**src/rtl/op_mult_arbiter.sv**
```systemverilog
// Round-robin arbiter sharing one iterative shift-add multiplier between NUM_REQ requesters.
// Optional early termination on exhausted multiplier bits: define OP_MULT_ARB_EARLY_TERM_EN.
module op_mult_arbiter #(
    parameter int NUM_REQ = 4,
    parameter int OP_W    = 3,
    parameter int ID_W    = (NUM_REQ > 1) ? $clog2(NUM_REQ) : 1
) (
    input  logic                    clk,
    input  logic                    rst,
    input  logic [NUM_REQ-1:0]      req_valid,
    output logic [NUM_REQ-1:0]      req_ready,
    input  logic [NUM_REQ*OP_W-1:0] req_op_a,
    input  logic [NUM_REQ*OP_W-1:0] req_op_b,
    output logic                    rsp_valid,
    input  logic                    rsp_ready,
    output logic [ID_W-1:0]         rsp_id,
    output logic [2*OP_W-1:0]       rsp_product,
    output logic                    busy
);

    localparam int              CNT_W    = $clog2(OP_W + 1);
    localparam logic [ID_W-1:0]  LAST_ID  = ID_W'(NUM_REQ - 1);
    localparam logic [CNT_W-1:0] CNT_INIT = CNT_W'(OP_W);
    localparam logic [CNT_W-1:0] CNT_ONE  = CNT_W'(1);

    typedef enum logic [1:0] {
        IDLE,
        MUL,
        RESP
    } state_t;

    state_t              state, state_next;
    logic [ID_W-1:0]     rr_ptr;
    logic [2*OP_W-1:0]   acc, a_sh, acc_step;
    logic [OP_W-1:0]     b_sh, b_next;
    logic [CNT_W-1:0]    cnt;

    logic                grant_found;
    logic [ID_W-1:0]     grant_idx;
    logic [OP_W-1:0]     op_a_sel, op_b_sel;
    logic                mul_done;

    // First valid requester at or after rr_ptr, wrapping around.
    // NOTE: every variable written in always_comb gets a default first so no latch is inferred.
    always_comb begin
        int              idx;
        logic [ID_W-1:0] idx_w;
        grant_found = 1'b0;
        grant_idx   = '0;
        idx         = 0;
        idx_w       = '0;
        for (int k = 0; k < NUM_REQ; k++) begin
            idx   = (int'(rr_ptr) + k) % NUM_REQ;
            idx_w = ID_W'(idx);
            if (!grant_found && req_valid[idx_w]) begin
                grant_found = 1'b1;
                grant_idx   = idx_w;
            end
        end
    end

    always_comb begin
        op_a_sel  = '0;
        op_b_sel  = '0;
        req_ready = '0;
        for (int i = 0; i < NUM_REQ; i++) begin
            if (grant_idx == ID_W'(i)) begin
                op_a_sel = req_op_a[i*OP_W +: OP_W];
                op_b_sel = req_op_b[i*OP_W +: OP_W];
                req_ready[i] = (state == IDLE) && grant_found && !rst;
            end
        end
    end

    assign acc_step = b_sh[0] ? (acc + a_sh) : acc;
    assign b_next   = b_sh >> 1;

`ifdef OP_MULT_ARB_EARLY_TERM_EN
    assign mul_done = (cnt == CNT_ONE) || (b_next == '0);
`else
    assign mul_done = (cnt == CNT_ONE);
`endif

    always_comb begin
        state_next = state;
        unique case (state)
            IDLE:    if (grant_found) state_next = MUL;
            MUL:     if (mul_done)    state_next = RESP;
            RESP:    if (rsp_ready)   state_next = IDLE;
            default: state_next = IDLE;
        endcase
    end

    // NOTE: sequential state uses non-blocking assignments so all registers update from pre-edge values.
    always_ff @(posedge clk or posedge rst) begin
        if (rst) begin
            state       <= IDLE;
            rr_ptr      <= '0;
            rsp_id      <= '0;
            rsp_product <= '0;
            acc         <= '0;
            a_sh        <= '0;
            b_sh        <= '0;
            cnt         <= '0;
        end else begin
            state <= state_next;
            case (state)
                IDLE: begin
                    if (grant_found) begin
                        a_sh   <= {{OP_W{1'b0}}, op_a_sel};
                        b_sh   <= op_b_sel;
                        acc    <= '0;
                        rsp_id <= grant_idx;
                        cnt    <= CNT_INIT;
                        rr_ptr <= (grant_idx == LAST_ID) ? '0 : grant_idx + 1'b1;
                    end
                end
                MUL: begin
                    acc  <= acc_step;
                    a_sh <= a_sh << 1;
                    b_sh <= b_next;
                    cnt  <= cnt - 1'b1;
                    if (mul_done) rsp_product <= acc_step;
                end
                default: ;
            endcase
        end
    end

    assign rsp_valid = (state == RESP);
    assign busy      = (state != IDLE);

endmodule

```
**config.mk**
```make
export PLATFORM = sky130hd
export DESIGN_NAME = op_mult_arbiter
export DESIGN_NICKNAME = d
export VERILOG_FILES = /design/src/rtl/op_mult_arbiter.sv
export SDC_FILE = /design/constraint.sdc
export NUM_CORES = 1
export LEC_CHECK = 0
export CAP_MARGIN = 20
export CORE_ASPECT_RATIO = 0.5
export CORE_MARGIN = 8
export CORE_UTILIZATION = 40
export CTS_CLUSTER_SIZE = 25
export DETAILED_ROUTE_END_ITERATION = 10
export GPL_TIMING_DRIVEN = 1
export PLACE_DENSITY = 0.68
export SYNTH_ARGS = -nofsm -noshare
export SYNTH_HDL_FRONTEND = slang
export SYNTH_SLANG_ARGS = --single-unit
```
**constraint.sdc**
```tcl
create_clock -name clk -period 4.4 [get_ports clk]
set_input_delay 1.32 -clock clk [delete_from_list [all_inputs] [get_ports clk]]
set_output_delay 1.32 -clock clk [all_outputs]
set_load 0.005 [all_outputs]
```
# Word level (Yosys, flattened, before mapping)
# Index checks and enable logic that the tools add are counted.
op_classes:
  n_mux: 42
  n_reduce_logical: 17
  magnitude_cmp: 4
  add_sub_neg: 6
  n_eq_ne: 9
ops:
  columns: ["operator", "count"]
  rows:
  - ["$mux W3", 9]
  - ["$pmux W6 S2", 2]
  - ["$mux W2", 9]
  - ["$mux W6", 3]
  - ["$lt A2 B3 Y1 const B", 4]
  - ["$mux W1", 12]
  - ["$bmux W1 S2", 4]
  - ["$add A6 B6 Y6", 1]
  - ["$eq A2 B1 Y1 const B", 3]
  - ["$eq A2 B2 Y1 const B", 3]
  - ["$pmux W2 S3", 1]
  - ["$pmux W3 S2", 1]
  - ["$reduce_and A2 Y1", 3]
  - ["$logic_and A1 B1 Y1", 5]
  - ["$add A2 B1 Y2 const B", 2]
  - ["$add A2 B2 Y2 const B", 2]
  - ["$logic_not A1 Y1", 4]
  - ["$logic_not A2 Y1", 2]
  - ["$ne A2 B2 Y1 const B", 2]
  - ["$pmux W2 S2", 1]
  - ["$reduce_bool A2 Y1", 2]
  - ["$reduce_and A3 Y1", 1]
  - ["$ne A2 B1 Y1 const B", 1]
  - ["$sub A2 B1 Y2 const B", 1]
word_totals:
  regBits: 29
  wordCells: 86
  inputBits: 31
  out_inout_bits: 14

# Depth between registers and ports, before layout
# Gate-level depths: netlist of run 1.
depth:
  depth_word: 19
  depth_mapped: 11
  ltp_nobuf: 11

# Least setup slack after synthesis of run 1
# No wires, ideal clock.
synth_path:
  kind: "in2out"
  from: "in req_valid[0]"
  to: "out req_ready[2]"
  required_time_ps: 3080
  arrival_ps: 2741
  stages: 6
  n_path_buf: 1
  setup_slack_ps: 339
  path_cell_list: "or4_4 and2_2 inv_1 ha_1 clkbuf_1 and2_1"
synth_via:
  elab_cells_between_ends: 26
  classes_between: "1 x eq/ne; 17 x mux; 8 x reduce/logical"
synth_rtl:
  columns: ["item", "line_no", "source"]
  rows:
  - ["from (decl)", "10", "input logic [NUM_REQ-1:0] req_valid,"]
  - ["$bmux W1 S2", "55", "if (!grant_found && req_valid[idx_w]) begin"]
  - ["$mux W1 (implied by the code)", "55", null]
  - ["$mux W1", "55", null]
  - ["$logic_not A1 Y1", "55", null]
  - ["$logic_and A1 B1 Y1", "55", null]
  - ["$mux W1", "55", null]
  - ["$logic_not A1 Y1", "55", null]
  - ["$logic_and A1 B1 Y1", "55", null]
  - ["$mux W1", "55", null]
  - ["$logic_not A1 Y1", "55", null]
  - ["$logic_and A1 B1 Y1", "55", null]
  - ["$mux W2 (*)", "55", null]
  - ["via grant_idx[0]", "39", "logic [ID_W-1:0] grant_idx;"]
  - ["$eq A2 B2 Y1 (*)", "67", "if (grant_idx == ID_W'(i)) begin"]
  - ["$mux W1 (*)", "67", null]
  - ["to (decl)", "11", "output logic [NUM_REQ-1:0] req_ready,"]
# Mark *: on every way through the listed nets, which the timed path passes. The rest lies on a longest branch. The select of a mux whose other input is x is not followed.

# Worst setup path after layout of run 1
layout_path:
  from: "in req_valid[0]"
  to: "out req_ready[1]"
layout_via:
  elab_cells_between_ends: 26
  classes_between: "1 x eq/ne; 17 x mux; 8 x reduce/logical"
layout_rtl:
  columns: ["item", "line_no"]
  rows:
  - ["$bmux W1 S2", "55"]
  - ["$mux W1 (implied by the code)", "55"]
  - ["$mux W1", "55"]
  - ["$logic_not A1 Y1", "55"]
  - ["$logic_and A1 B1 Y1", "55"]
  - ["$mux W1", "55"]
  - ["$logic_not A1 Y1", "55"]
  - ["$logic_and A1 B1 Y1", "55"]
  - ["$mux W1", "55"]
  - ["$logic_not A1 Y1", "55"]
  - ["$logic_and A1 B1 Y1", "55"]
  - ["$mux W2 (*)", "55"]
  - ["via grant_idx[0]", "39"]
  - ["$eq A2 B1 Y1 (*)", "67"]
  - ["$mux W1 (*)", "67"]
# Marks and branches as above.

==> results of run 1 <==
## repair_timing
action                                  4_1_cts  5_1_grt
buffers inserted                              2        1
pin swaps                                     1        2
endpoints found under the setup margin        4        4
hold buffers                                  0        0
resized for setup                            20        4
## cell usage in the layout (no fill, tap or decap), types with 3 or more instances in the layout
cell type                         count
sky130_fd_sc_hd__nor3_1               7
sky130_fd_sc_hd__dfrtp_1             29
sky130_fd_sc_hd__buf_4               14
sky130_fd_sc_hd__nor2b_1             15
sky130_fd_sc_hd__dlygate4sd2_1        3
sky130_fd_sc_hd__o21ai_0             20
sky130_fd_sc_hd__clkbuf_8             6
sky130_fd_sc_hd__nand3_1              6
sky130_fd_sc_hd__ha_2                 3
sky130_fd_sc_hd__nand2b_1             3
sky130_fd_sc_hd__inv_1               13
sky130_fd_sc_hd__a21oi_1             12
sky130_fd_sc_hd__o21ai_1              3
sky130_fd_sc_hd__clkdlybuf4s50_1     36
sky130_fd_sc_hd__nand2_1             21
sky130_fd_sc_hd__ha_1                 7
sky130_fd_sc_hd__and2_1               5
sky130_fd_sc_hd__a221oi_1             6
sky130_fd_sc_hd__mux2i_1              3
## how the worst min path moves through the flow
stage,from,to,slack [ns]
after detailed placement,rsp_product[0],rsp_product[0],0.47
after global placement,rsp_product[0],rsp_product[0],0.46
after floorplan,b_sh[1],b_sh[0],0.45
after CTS,rsp_product[0],rsp_product[0],0.49
after global routing,rsp_product[4],rsp_product[4],0.52
final,rsp_product[1],rsp_product[1],0.48
## layer usage
metal	track usage [%]	share of wire, %
met2	22.6	48
met1	15.1	45
met5	0	0
met3	5.52	5.6
met4	5.82	2.1
## registers in the layout, indices dropped and copies added, names as in the netlist
register / cells
cnt: 2
state: 2
acc: 6
b_sh: 3
a_sh: 6
rsp_product: 6
rr_ptr: 2
rsp_id: 2
## power breakdown
part	switching, W	leakage, nW	total (W)	internal, W
Clock	0.000109	0.0574	0.000293	0.000184
Sequential	0.000105	0.374	0.000482	0.000377
Combinational	0.000427	0.727	0.000858	0.000431
Total	0.000641	1.16	0.00163	0.000992
## area by class of cell
type	count	area (um2)
Fill cell	397	1900
Inverter	14	52.6
Sequential cell	29	726
Clock inverter	2	37.5
Timing Repair Buffer	58	524
Clock buffer	6	82.6
Multi-Input combinational cell	150	1040
Tap cell	57	71.3
Antenna cell	1	2.50
## logic make-up after synthesis
logic type | after synthesis | synth area share [%]
AND/OR/NAND/NOR | 73 | 22.2
AO/OA/AOI/OAI | 58 | 20.9
flip-flops | 29 | 38.9
adder cells (fa/ha/maj) | 11 | 7.77
XOR/XNOR | 3 | 1.41
multiplexers | 5 | 2.81
buffers and inverters | 23 | 6.03
## through the flow
| stage | hold WS [ns] | util [%] | power (W) |
|---|---|---|---|
| floorplan | 0.451 | - | 0.00106 |
| finish | 0.476 | 57.2 | 0.00163 |
| global route | 0.516 | 57.2 | 0.00178 |
| global placement | 0.462 | 54.0 | 0.00129 |
| CTS | 0.485 | 57.1 | 0.00164 |
| detailed placement | 0.470 | 54.0 | 0.00132 |
## tightest hold or removal path: cells and delay by family, from the launching register on
| family | cells | cell delay, ns |
|---|---|---|
| AOI/OAI and AO/OA | 1 | 0.06 |
| DFF | 1 | 0.34 |
| and+or+nand+nor | 1 | 0.04 |
## cell usage after synthesis
master / count / area share [%]
sky130_fd_sc_hd__buf_2: 3 / 0.80
sky130_fd_sc_hd__a211oi_1: 1 / 0.40
sky130_fd_sc_hd__a21o_1: 1 / 0.40
sky130_fd_sc_hd__nor3_2: 1 / 0.54
sky130_fd_sc_hd__o21ai_0: 20 / 5.4
sky130_fd_sc_hd__o21bai_4: 2 / 2.0
sky130_fd_sc_hd__fa_1: 1 / 1.1
sky130_fd_sc_hd__mux2_2: 2 / 1.2
sky130_fd_sc_hd__nor4bb_1: 1 / 0.54
sky130_fd_sc_hd__a21boi_0: 1 / 0.40
sky130_fd_sc_hd__nand3b_1: 2 / 0.80
sky130_fd_sc_hd__xor2_1: 1 / 0.47
sky130_fd_sc_hd__a221oi_1: 6 / 2.8
sky130_fd_sc_hd__dfrtp_1: 29 / 39
sky130_fd_sc_hd__nand4bb_1: 1 / 0.60
sky130_fd_sc_hd__inv_1: 14 / 2.8
sky130_fd_sc_hd__o21ai_1: 3 / 0.80
sky130_fd_sc_hd__a221o_2: 2 / 1.2
sky130_fd_sc_hd__and3_1: 2 / 0.67
sky130_fd_sc_hd__nor2b_1: 15 / 5.0
sky130_fd_sc_hd__buf_8: 2 / 1.6
sky130_fd_sc_hd__and2_1: 5 / 1.7
sky130_fd_sc_hd__or2_2: 1 / 0.34
sky130_fd_sc_hd__ha_1: 10 / 6.7
sky130_fd_sc_hd__nor3_1: 7 / 1.9
sky130_fd_sc_hd__a21oi_1: 12 / 3.2
sky130_fd_sc_hd__nand2_1: 21 / 4.2
sky130_fd_sc_hd__nand2b_4: 1 / 0.74
sky130_fd_sc_hd__or3_1: 2 / 0.67
sky130_fd_sc_hd__a22o_1: 2 / 0.94
sky130_fd_sc_hd__o21a_1: 2 / 0.80
sky130_fd_sc_hd__a32o_2: 1 / 0.60
sky130_fd_sc_hd__and2_2: 1 / 0.40
sky130_fd_sc_hd__nand2b_1: 3 / 1.0
sky130_fd_sc_hd__mux2i_1: 3 / 1.6
sky130_fd_sc_hd__nor2_1: 2 / 0.40
sky130_fd_sc_hd__clkbuf_1: 4 / 0.80
sky130_fd_sc_hd__a22oi_1: 2 / 0.80
sky130_fd_sc_hd__nand4b_1: 1 / 0.47
sky130_fd_sc_hd__or4_4: 1 / 0.60
sky130_fd_sc_hd__a31oi_1: 2 / 0.67
sky130_fd_sc_hd__nand3_1: 6 / 1.6
sky130_fd_sc_hd__a32oi_1: 1 / 0.47
sky130_fd_sc_hd__xnor2_1: 2 / 0.94
==> flow_summary.rst, run 1 <==
.. list-table::
   :header-rows: 1

   * - Metric
     - Value
   * - Crit. Startpoint
     - req_valid[0]
   * - Slowest stage cell on the critical path
     - sky130_fd_sc_hd__a221o_2
   * - Setup ws final
     - 0.197 ns
   * - Count of H-tree levels built during CTS
     - 2
   * - Pin slew with the least headroom to its limit
     - 0.630 ns
   * - PwrDens
     - 642 nW/um2
   * - List of cells traversed by the critical path
     - dlygate4sd2_1, a221o_2, a32oi_2, and2_4, buf_4, ha_2, and2_1, buf_2
   * - Top achievable clock speed
     - 238 MHz
   * - Io pins
     - 45
   * - Port Buffer Count
     - 44
   * - Post-Layout Inst Area
     - 2540 um2
   * - Count of endpoints failing setup in the final report
     - 0
   * - Worst setup slack before clock tree synthesis
     - -0.417 ns
   * - Worst IR Drop VDD
     - 0.234 mV
   * - Via count normalized by instance count
     - 5.15
   * - Starting Density
     - 42.0%
   * - Number of buffers between clock root and the deepest sink
     - 2
   * - Iteration-0 DRC Markers
     - 73
   * - Number of distinct standard cells referenced by the synthesized netlist
     - 44
   * - DP Cell Count
     - 305
   * - Min Clock Period, post-route
     - 4.20 ns
   * - First-pass iteration count of the detailed router
     - 4
   * - Fraction of final layout cells sized beyond drive strength 1
     - 16.6%
   * - Wire length of the first global-routing pass
     - 7.89 mm
   * - Mapped Cells
     - 202
   * - Number of cells on the worst hold path
     - 2
   * - Number of CTS-inserted buffers
     - 5
   * - Layout-stage area growth over the synthesis result
     - 36.1%
   * - Final routed DRC violation total
     - 0
   * - Total leakage power
     - 1.16 nW
   * - Synthesized area per cell
     - 9.24 um2
   * - CP Capture Point
     - req_ready[1]
   * - Antenna violations before repair
     - 1
   * - Die footprint
     - 7240 um2
   * - Cell chosen for the clock root
     - sky130_fd_sc_hd__clkbuf_8
   * - Routed WL per cell
     - 14.4 um
   * - Reg-to-reg endpoint
     - b_sh[1]
   * - Cell depth of the worst setup path
     - 8
   * - Buffer and inverter count on the worst path
     - 3
   * - Arrival time reported for the critical path endpoint
     - 2.88 ns
   * - Worst Path Required
     - 3.08 ns
   * - Vias in the first global route
     - 1,688
   * - Via count of the routed design
     - 1,633
   * - Total nets after synthesis
     - 244
   * - Worst reg-to-reg path cell count
     - 12
   * - Die Span X
     - 113 um
   * - Number of sinks on the clock net
     - 29
   * - Number of max-capacitance violations reported
     - 0
   * - Wire length after detailed routing
     - 4.57 mm
   * - Post-route ant nets
     - 0
   * - Post-synthesis sequential area ratio
     - 38.9%
   * - Highest net fanout along the worst path
     - 5
   * - Stage delay of the slowest cell on the critical path
     - 0.42 ns
   * - CTS clk-pin slew, worst paths
     - 0.06 ns
   * - Setup repair after global routing missed its margin
     - false
   * - Worst hold-check path type
     - reg2reg
   * - Origin of the critical flop-to-flop path
     - rr_ptr[0]
   * - Floorplan row count
     - 17
   * - Final-report hold violation count
     - 0
   * - Total global-route track usage
     - 13.5%
   * - WS Path Type
     - in2out
   * - Result of the run
     - finished clean
   * - Netlist area before placement
     - 1870 um2
   * - Overflow left after global routing
     - 0
   * - Fin nets
     - 300
   * - TritonCTS clock tree
     - built
   * - Vert. Die Dim
     - 64.3 um
   * - Pins Over Slew Limit
     - 0
   * - Post-synthesis register bit count
     - 29
   * - Insertion delay to the later sink of the worst-skew pair
     - 0.29 ns
   * - RePlAce Congestion
     - 0.816
   * - Maximum number of pins on one net before global-route repair
     - 30
   * - Post-place instance area
     - 2400 um2
   * - Final TNS setup
     - 0 ns
   * - Critical path startpoint category
     - input pin
   * - Period utilisation layout
     - 95.5%
   * - Headroom to the max-slew limit
     - 57.9%
   * - Hpwl dp
     - 3.50 mm
   * - Count of placed standard cells in the final layout, fillers left out
     - 317
   * - Setup skew after layout
     - 0.00544 ns
   * - Warning count from the yosys run
     - 0
   * - CP top delay family
     - compound AO/OA/AOI/OAI gates
   * - Element type at the critical path end
     - output pin
   * - Setup slack, reg-to-reg
     - 1.93 ns
   * - Core Region
     - 4450 um2
Power figures use the tool's default switching activity.
==> run 2: changes to the inputs <==
- CORE_MARGIN: 8 -> unset
- TNS_END_PERCENT: unset -> 1
==> run 2 against run 1 <==
Effect of this change:
- maximum frequency is 2.2% lower
- utilization increased by 0.31 points
- sequential share of layout area fell by 0.15 points
- worst setup slack got worse by 0.094 ns
- via count is 1.0% lower
- count of clock-buffer cells in the layout stayed put
- sequential power hardly changed
- register-to-register slack gained 0.02 ns
- first-iteration DRC count is 1.4% higher
- global-route usage up 5.0 points
- highest routed layer unchanged
- sequential cell count stayed put
==> flow_summary.rst, run 2 (synthesized netlist as in run 1, its figures left out) <==
.. list-table::
   :header-rows: 1

   * - Metric
     - Value
   * - Clk network pwr share
     - 18.2% (+0.3 points)
   * - Maximum number of pins on one net before global-route repair
     - 30 (unchanged)
   * - Largest registers in the final layout
     - a_sh (6), acc (6), rsp_product (6)
   * - RePlAce Congestion
     - 0.765 (-6.2%)
   * - Antenna cell count
     - 0 (-1)
   * - Worst setup slack before clock tree synthesis
     - -0.418 ns (-0.000708 ns)
   * - Hpwl dp
     - 3.08 mm (-12%)
   * - Count of endpoints failing setup in the final report
     - 0 (unchanged)
   * - CTS clk-pin slew, worst paths
     - 0.06 ns (about the same)
   * - Critical path startpoint category
     - input pin
   * - Post-route ant nets
     - 0 (unchanged)
   * - Share of power burned in combinational logic
     - 52.1% (-0.5 points)
   * - Result of the run
     - finished clean
   * - Highest net fanout along the worst path
     - 5 (unchanged)
   * - Antenna violations before repair
     - 0 (-1)
   * - Insertion delay to the later sink of the worst-skew pair
     - 0.29 ns (about the same)
   * - Commonest non-fill, non-tap cells in the layout
     - sky130_fd_sc_hd__clkdlybuf4s50_1, sky130_fd_sc_hd__dfrtp_1, sky130_fd_sc_hd__nand2_1, sky130_fd_sc_hd__o21ai_0, sky130_fd_sc_hd__nor2b_1
   * - Power after layout
     - 0.00162 W (-1.0%)
   * - Switching share of power
     - 39.2% (about the same)
   * - Internal cell power
     - 0.000982 W (-1.0%)
   * - Pins Over Slew Limit
     - 0 (unchanged)
   * - Area of the multi-input gates
     - 1040 um2 (-0.24%)
   * - Wire length of the first global-routing pass
     - 7.07 mm (-10%)
   * - Final TNS setup
     - 0 ns (unchanged)
   * - Via count of the routed design
     - 1,616 (-1.0%)
   * - Area taken by flip-flops and latches
     - 726 um2 (unchanged)
   * - Final-report hold violation count
     - 0 (unchanged)
   * - Floorplan row count
     - 17 (unchanged)
   * - Period utilisation layout
     - 97.6% (+2.1 points)
   * - Worst IR Drop VDD
     - 0.203 mV (-13%)
   * - Layout-stage area growth over the synthesis result
     - 36.9%
   * - Pin slew with the least headroom to its limit
     - 0.686 ns (+0.0563 ns)
   * - Number of sinks on the clock net
     - 29 (unchanged)
   * - Core Region
     - 4450 um2 (unchanged)
   * - Worst hold-check path type
     - reg2reg
   * - Vert. Die Dim
     - 50.3 um (-22%)
   * - Setup repair after global routing missed its margin
     - false
   * - TritonCTS clock tree
     - built
   * - Headroom to the max-slew limit
     - 54.2% (-3.8 points)
   * - Min Clock Period, post-route
     - 4.30 ns (+0.0935 ns)
   * - WS Path Type
     - in2out
   * - Iteration-0 DRC Markers
     - 74 (+1.4%)
   * - Vias in the first global route
     - 1,584 (-6.2%)
   * - Fillcell total
     - 406 (+2.3%)
   * - Element type at the critical path end
     - output pin
   * - Wire length after detailed routing
     - 4.09 mm (-11%)
   * - Setup skew after layout
     - 0.0135 ns (+0.00803 ns)
   * - Proportion of power drawn by flip-flops and latches
     - 29.7% (+0.2 points)
   * - Final worst hold slack
     - 0.478 ns (+0.00163 ns)
   * - Top achievable clock speed
     - 233 MHz (-2.2%)
   * - Port Buffer Count
     - 44 (unchanged)
   * - Psw
     - 0.000634 W (-1.1%)
   * - Most common library cell in the layout ignoring fill and taps
     - sky130_fd_sc_hd__clkdlybuf4s50_1
   * - Final routed DRC violation total
     - 0 (unchanged)
   * - Io pins
     - 45 (unchanged)
   * - Setup ws final
     - 0.104 ns (-0.0935 ns)
   * - Fraction of final layout cells sized beyond drive strength 1
     - 13.6% (-3.0 points)
   * - Arrival time reported for the critical path endpoint
     - 2.98 ns (+0.10 ns)
   * - Worst Path Required
     - 3.08 ns (about the same)
   * - Routed WL per cell
     - 13.0 um (-9.7%)
   * - First-pass iteration count of the detailed router
     - 4 (unchanged)
   * - Starting Density
     - 42.0% (unchanged)
   * - Count of H-tree levels built during CTS
     - 2 (unchanged)
   * - Total global-route track usage
     - 18.6% (+5.0 points)
   * - Number of CTS-inserted buffers
     - 5 (unchanged)
   * - Via count normalized by instance count
     - 5.15 (about the same)
   * - Number of max-capacitance violations reported
     - 0 (unchanged)
   * - Cell chosen for the clock root
     - sky130_fd_sc_hd__clkbuf_8
   * - Number of buffers between clock root and the deepest sink
     - 2 (unchanged)
   * - PwrDens
     - 632 nW/um2 (-1.6%)
   * - Total leakage power
     - 1.16 nW (+0.27%)
   * - Die Span X
     - 98.6 um (-12%)
   * - Overflow left after global routing
     - 0 (unchanged)
   * - Fin nets
     - 298 (-0.67%)
   * - Die footprint
     - 4960 um2 (-31%)
==> run 2: cell count changes in the layout (fill, tap and decap cells not counted), sizes merged <==
cell,change
clkdlybuf4s15,+2
buf,-4
dlymetal6s2s,-1
dlygate4sd2,+3
clkbuf,-2
diode,-1
==> run 2: area by class of cell <==
type,count,area share (%)
timing repair buffer,56,21.3
clock inverter,2,1.47
multi-input combinational,150,40.8
clock buffer,6,3.23
sequential,29,28.4
tap,57,2.79
inverter,14,2.06
==> run 2: final timing paths <==
path | cells past startpoint | endpoint | slack, ns | start
max | 8 | req_ready[2] | 0.10 | req_valid[0]
min | 2 | rsp_product[1] | 0.48 | rsp_product[1]
max reg2reg | 11 | b_sh[0] | 1.95 | rr_ptr[0]
min reg2reg | 2 | rsp_product[1] | 0.48 | rsp_product[1]
max in group asynchronous | 3 | rsp_product[2] | 2.66 | rst
min in group asynchronous | 2 | rr_ptr[1] | 1.31 | rst
==> run 2: layer usage <==
layer / global-route usage [%] / vias up / part of all wire, %
met3: 3.90 / 7 / 2.8
met1: 23.0 / 757 / 49
met4: 8.46 / 0 / 1.7
li1: - / 823 / -
met5: 0 / - / 0
met2: 31.7 / 29 / 46
==> run 2: per-stage QoR <==
| stage | instance area (um2) | std cells | util, % |
|---|---|---|---|
| after global routing | 2550 | 314 | 57.5 |
| final | 2550 | 314 | 57.5 |
| after CTS | 2520 | 313 | 56.8 |
| after floorplan | 1870 | 202 | - |
| after detailed placement | 2390 | 304 | 53.8 |
| after global placement | 2390 | 304 | 53.8 |
==> run 2: critical path, stage by stage <==
cell and delay [ns]:
sky130_fd_sc_hd__clkdlybuf4s15_1 0.23, sky130_fd_sc_hd__a221o_2 0.42, sky130_fd_sc_hd__a32oi_2 0.18, sky130_fd_sc_hd__and2_4 0.19
sky130_fd_sc_hd__inv_1 0.06, sky130_fd_sc_hd__ha_1 0.19, sky130_fd_sc_hd__and2_1 0.14, sky130_fd_sc_hd__dlygate4sd2_1 0.26
==> run 2: repair_timing <==
action,CTS,global route
hold endpoints to repair,0,0
pin swaps,2,2
buffers inserted,1,0
gates resized for setup,12,2
gates cloned,0,0
endpoints found under the setup margin,4,1
hold buffers,0,0
==> run 2: power by group through the flow <==
stage / combinational [W] / sequential [W] / clock, W
finish: 0.000842 / 0.000480 / 0.000294
global route: 0.000964 / 0.000497 / 0.000310
CTS: 0.000844 / 0.000479 / 0.000297
detailed placement: 0.000830 / 0.000481 / 0
global placement: 0.000811 / 0.000476 / 0
floorplan: 0.000615 / 0.000448 / 0
==> run 3: changes to the inputs <==
--- a/config.mk
+++ b/config.mk
@@ -12,4 +12,5 @@
 export DETAILED_ROUTE_END_ITERATION = 10
 export GPL_TIMING_DRIVEN = 1
+export MAX_ROUTING_LAYER = met4
 export PLACE_DENSITY = 0.68
 export SYNTH_ARGS = -nofsm -noshare
==> constraint.sdc (replaced) <==
create_clock -name clk -period 4.4 [get_ports clk]
set_input_delay 0.88 -clock clk [delete_from_list [all_inputs] [get_ports clk]]
set_output_delay 0.88 -clock clk [all_outputs]
set_load 0.005 [all_outputs]
==> run 3 against run 2 <==
Effect of this change:
- die area unchanged
- critical path type unchanged
- non-clock buffer count decreased by 9
- routed wire length decreased by 7.5%
- sequential share of layout area increased by 1.1 points
- via count decreased by 3.3%
- first-iteration DRC count decreased by 11%
- utilization decreased by 2.2 points
- design area decreased by 3.8%
- sequential cell count unchanged
- global-route usage decreased by 0.74 points
- maximum frequency increased by 1.8%
- worst hold slack got worse by 0.00099 ns
==> flow_summary.rst, run 3 (synthesized netlist as in run 1, its figures left out) <==
.. list-table::
   :header-rows: 1

   * - Metric
     - Value
   * - Wire length of the first global-routing pass
     - 6.64 mm (-6.1%)
   * - Switching share of power
     - 38.7% (-0.57 points)
   * - Layout-stage area growth over the synthesis result
     - 31.6%
   * - Setup repair after global routing missed its margin
     - false
   * - Pin slew with the least headroom to its limit
     - 0.767 ns (+0.0814 ns)
   * - CTS clk-pin slew, worst paths
     - 0.06 ns (about the same)
   * - First-pass iteration count of the detailed router
     - 4 (unchanged)
   * - Total leakage power
     - 1.09 nW (-6.2%)
   * - Most repeated library cell on the critical path
     - sky130_fd_sc_hd__clkdlybuf4s50_1
   * - Number of instances resized during post-cts repair
     - 0 (-12)
   * - Count of endpoints failing setup in the final report
     - 0 (unchanged)
   * - Clk network pwr share
     - 18.5% (+0.3 points)
   * - CP Capture Point
     - req_ready[3]
   * - Fin nets
     - 289 (-3.0%)
   * - Via count normalized by instance count
     - 5.12 (-0.43%)
   * - Largest registers in the final layout
     - a_sh (6), acc (6), rsp_product (6)
   * - Headroom to the max-slew limit
     - 48.8% (-5.4 points)
   * - Worst hold-check path type
     - reg2reg
   * - Vert. Die Dim
     - 50.3 um (unchanged)
   * - Most common library cell in the layout ignoring fill and taps
     - sky130_fd_sc_hd__clkdlybuf4s50_1
   * - Vias in the first global route
     - 1,490 (-5.9%)
   * - Result of the run
     - finished clean
   * - Stage delay of the slowest cell on the critical path
     - 0.53 ns (+0.11 ns)
   * - RePlAce Congestion
     - 0.777 (+1.6%)
   * - Power after layout
     - 0.00155 W (-4.0%)
   * - Io pins
     - 45 (unchanged)
   * - Final routed DRC violation total
     - 0 (unchanged)
   * - Arrival time reported for the critical path endpoint
     - 3.34 ns (+0.36 ns)
   * - Internal cell power
     - 0.000951 W (-3.2%)
   * - Pins Over Slew Limit
     - 0 (unchanged)
   * - CP top delay family
     - buffers and inverters
   * - Core Region
     - 4450 um2 (unchanged)
   * - Crit. Startpoint
     - req_valid[1]
   * - TritonCTS clock tree
     - built
   * - Via count of the routed design
     - 1,563 (-3.3%)
   * - Number of max-capacitance violations reported
     - 0 (unchanged)
   * - Die footprint
     - 4960 um2 (unchanged)
   * - Final TNS setup
     - 0 ns (unchanged)
   * - Fraction of final layout cells sized beyond drive strength 1
     - 8.87% (-4.7 points)
   * - Insertion delay to the later sink of the worst-skew pair
     - 0.28 ns (about the same)
   * - Setup skew after layout
     - 0.00669 ns (-0.00678 ns)
   * - Wire length after detailed routing
     - 3.78 mm (-7.5%)
   * - Routed WL per cell
     - 12.4 um (-4.8%)
   * - Maximum number of pins on one net before global-route repair
     - 23 (-23%)
   * - Iteration-0 DRC Markers
     - 66 (-11%)
   * - PwrDens
     - 631 nW/um2 (-0.24%)
   * - Floorplan row count
     - 17 (unchanged)
   * - Count of H-tree levels built during CTS
     - 2 (unchanged)
   * - Top achievable clock speed
     - 237 MHz (+1.8%)
   * - Final-report hold violation count
     - 0 (unchanged)
   * - Number of buffers between clock root and the deepest sink
     - 2 (unchanged)
   * - Die Span X
     - 98.6 um (unchanged)
   * - Worst Path Required
     - 3.52 ns (+0.44 ns)
   * - Count of hold-fix buffers inserted at cts
     - 0 (unchanged)
   * - Overflow left after global routing
     - 0 (unchanged)
   * - Worst reg-to-reg path cell count
     - 11 (unchanged)
   * - List of cells traversed by the critical path
     - clkdlybuf4s50_1, inv_1, a221o_2, a32oi_1, and2_2, ha_1, and2_1, clkdlybuf4s50_1
   * - Worst IR Drop VDD
     - 0.209 mV (+2.9%)
   * - Element type at the critical path end
     - output pin
   * - Antenna violations before repair
     - 0 (unchanged)
   * - Starting Density
     - 42.0% (unchanged)
   * - Total global-route track usage
     - 17.8% (-0.74 points)
   * - Number of CTS-inserted buffers
     - 5 (unchanged)
   * - Setup slack, reg-to-reg
     - 2.00 ns (+0.05 ns)
   * - Hpwl dp
     - 2.90 mm (-5.7%)
   * - Post-route ant nets
     - 0 (unchanged)
   * - Commonest non-fill, non-tap cells in the layout
     - sky130_fd_sc_hd__clkdlybuf4s50_1, sky130_fd_sc_hd__dfrtp_1, sky130_fd_sc_hd__nand2_1, sky130_fd_sc_hd__o21ai_0, sky130_fd_sc_hd__nor2b_1
   * - WS Path Type
     - in2out
   * - Antenna cell count
     - 0 (unchanged)
   * - Number of sinks on the clock net
     - 29 (unchanged)
   * - Post CTS Setup Buffer Count
     - 0 (-1)
   * - Highest net fanout along the worst path
     - 13 (+8)
   * - Buffer and inverter count on the worst path
     - 3 (unchanged)
   * - Min Clock Period, post-route
     - 4.22 ns (-0.0778 ns)
   * - Proportion of power drawn by flip-flops and latches
     - 30.7% (+1.0 points)
   * - Slowest stage cell on the critical path
     - sky130_fd_sc_hd__clkdlybuf4s50_1
   * - Cell chosen for the clock root
     - sky130_fd_sc_hd__clkbuf_8
   * - Cell depth of the worst setup path
     - 8 (unchanged)
   * - Psw
     - 0.000599 W (-5.4%)
   * - Reg-to-reg endpoint
     - b_sh[2]
   * - Port Buffer Count
     - 44 (unchanged)
   * - Share of power burned in combinational logic
     - 50.9% (-1.2 points)
   * - Period utilisation layout
     - 95.9% (-1.8 points)
   * - Critical path startpoint category
     - input pin
   * - Origin of the critical flop-to-flop path
     - rr_ptr[0]
[run 3: cell count changes in the layout (fill, tap and decap cells not counted), moves of 2 or more]
cell / change
sky130_fd_sc_hd__ha_2: -2
sky130_fd_sc_hd__dlygate4sd2_1: -6
sky130_fd_sc_hd__buf_4: -8
sky130_fd_sc_hd__clkdlybuf4s50_1: +8
sky130_fd_sc_hd__clkdlybuf4s15_1: -2
sky130_fd_sc_hd__ha_1: +2
[run 3: cell type report]
cell class	count	area [um2]
Sequential cell	29	726
Clock buffer	7	86.3
Tap cell	57	71.3
Fill cell	430	1990
Clock inverter	1	30.0
Multi-Input combinational cell	150	1030
Timing Repair Buffer	47	463
Inverter	14	52.6
[run 3: worst register-to-register path, stage by stage, from the launching register on]
cell and delay [ns]:
sky130_fd_sc_hd__dfrtp_1 0.37, sky130_fd_sc_hd__inv_1 0.10, sky130_fd_sc_hd__a221o_2 0.36, sky130_fd_sc_hd__a32oi_1 0.21, sky130_fd_sc_hd__and2_2 0.21, sky130_fd_sc_hd__inv_1 0.06
sky130_fd_sc_hd__ha_1 0.27, sky130_fd_sc_hd__nor2b_1 0.16, sky130_fd_sc_hd__a221oi_1 0.27, sky130_fd_sc_hd__nor3_1 0.07, sky130_fd_sc_hd__a21oi_1 0.12, sky130_fd_sc_hd__o21ai_0 0.08
[run 3: power by group through the flow]
stage / Clock, W / Sequential (W) / Combinational [W]
2_1_floorplan: 0 / 0.000448 / 0.000615
3_3_place_gp: 0 / 0.000478 / 0.000779
3_5_place_dp: 0 / 0.000480 / 0.000794
4_1_cts: 0.000293 / 0.000477 / 0.000796
5_1_grt: 0.000304 / 0.000494 / 0.000897
6_report: 0.000286 / 0.000475 / 0.000789
[run 3: per-layer routing]
metal / track usage [%] / share of wire (%) / vias to the layer above / routed length, um
li1: - / - / 804 / -
met1: 22.9 / 51 / 727 / 1920
met2: 28.4 / 46 / 26 / 1740
met3: 2.92 / 2.4 / 6 / 89
met4: 7.46 / 0.95 / 0 / 36
met5: - / 0 / - / 0
[run 3: stage by stage]
step                      util [%]  cell area (um2)  instances  hold WS, ns  worst slack (ns)
after floorplan                  -             1870        202        0.451              1.22
after global placement        52.7             2340        297        0.462             0.288
after detailed placement      52.7             2340        297        0.469             0.221
after CTS                     55.3             2460        305        0.484             0.207
after global routing          55.3             2460        305        0.500            0.0702
final                         55.3             2460        305        0.477             0.182
[run 3: worst min-delay path by stage]
| stage | start | end | slack (ns) | cells past startpoint |
|---|---|---|---|---|
| after CTS | rsp_product[3] | rsp_product[3] | 0.48 | 2 |
| final | rsp_product[3] | rsp_product[3] | 0.48 | 2 |
| after detailed placement | rsp_product[0] | rsp_product[0] | 0.47 | 2 |
| after global placement | rsp_id[0] | rsp_id[0] | 0.46 | 2 |
| after global routing | rsp_product[3] | rsp_product[3] | 0.50 | 2 |
| after floorplan | b_sh[1] | b_sh[0] | 0.45 | 2 |
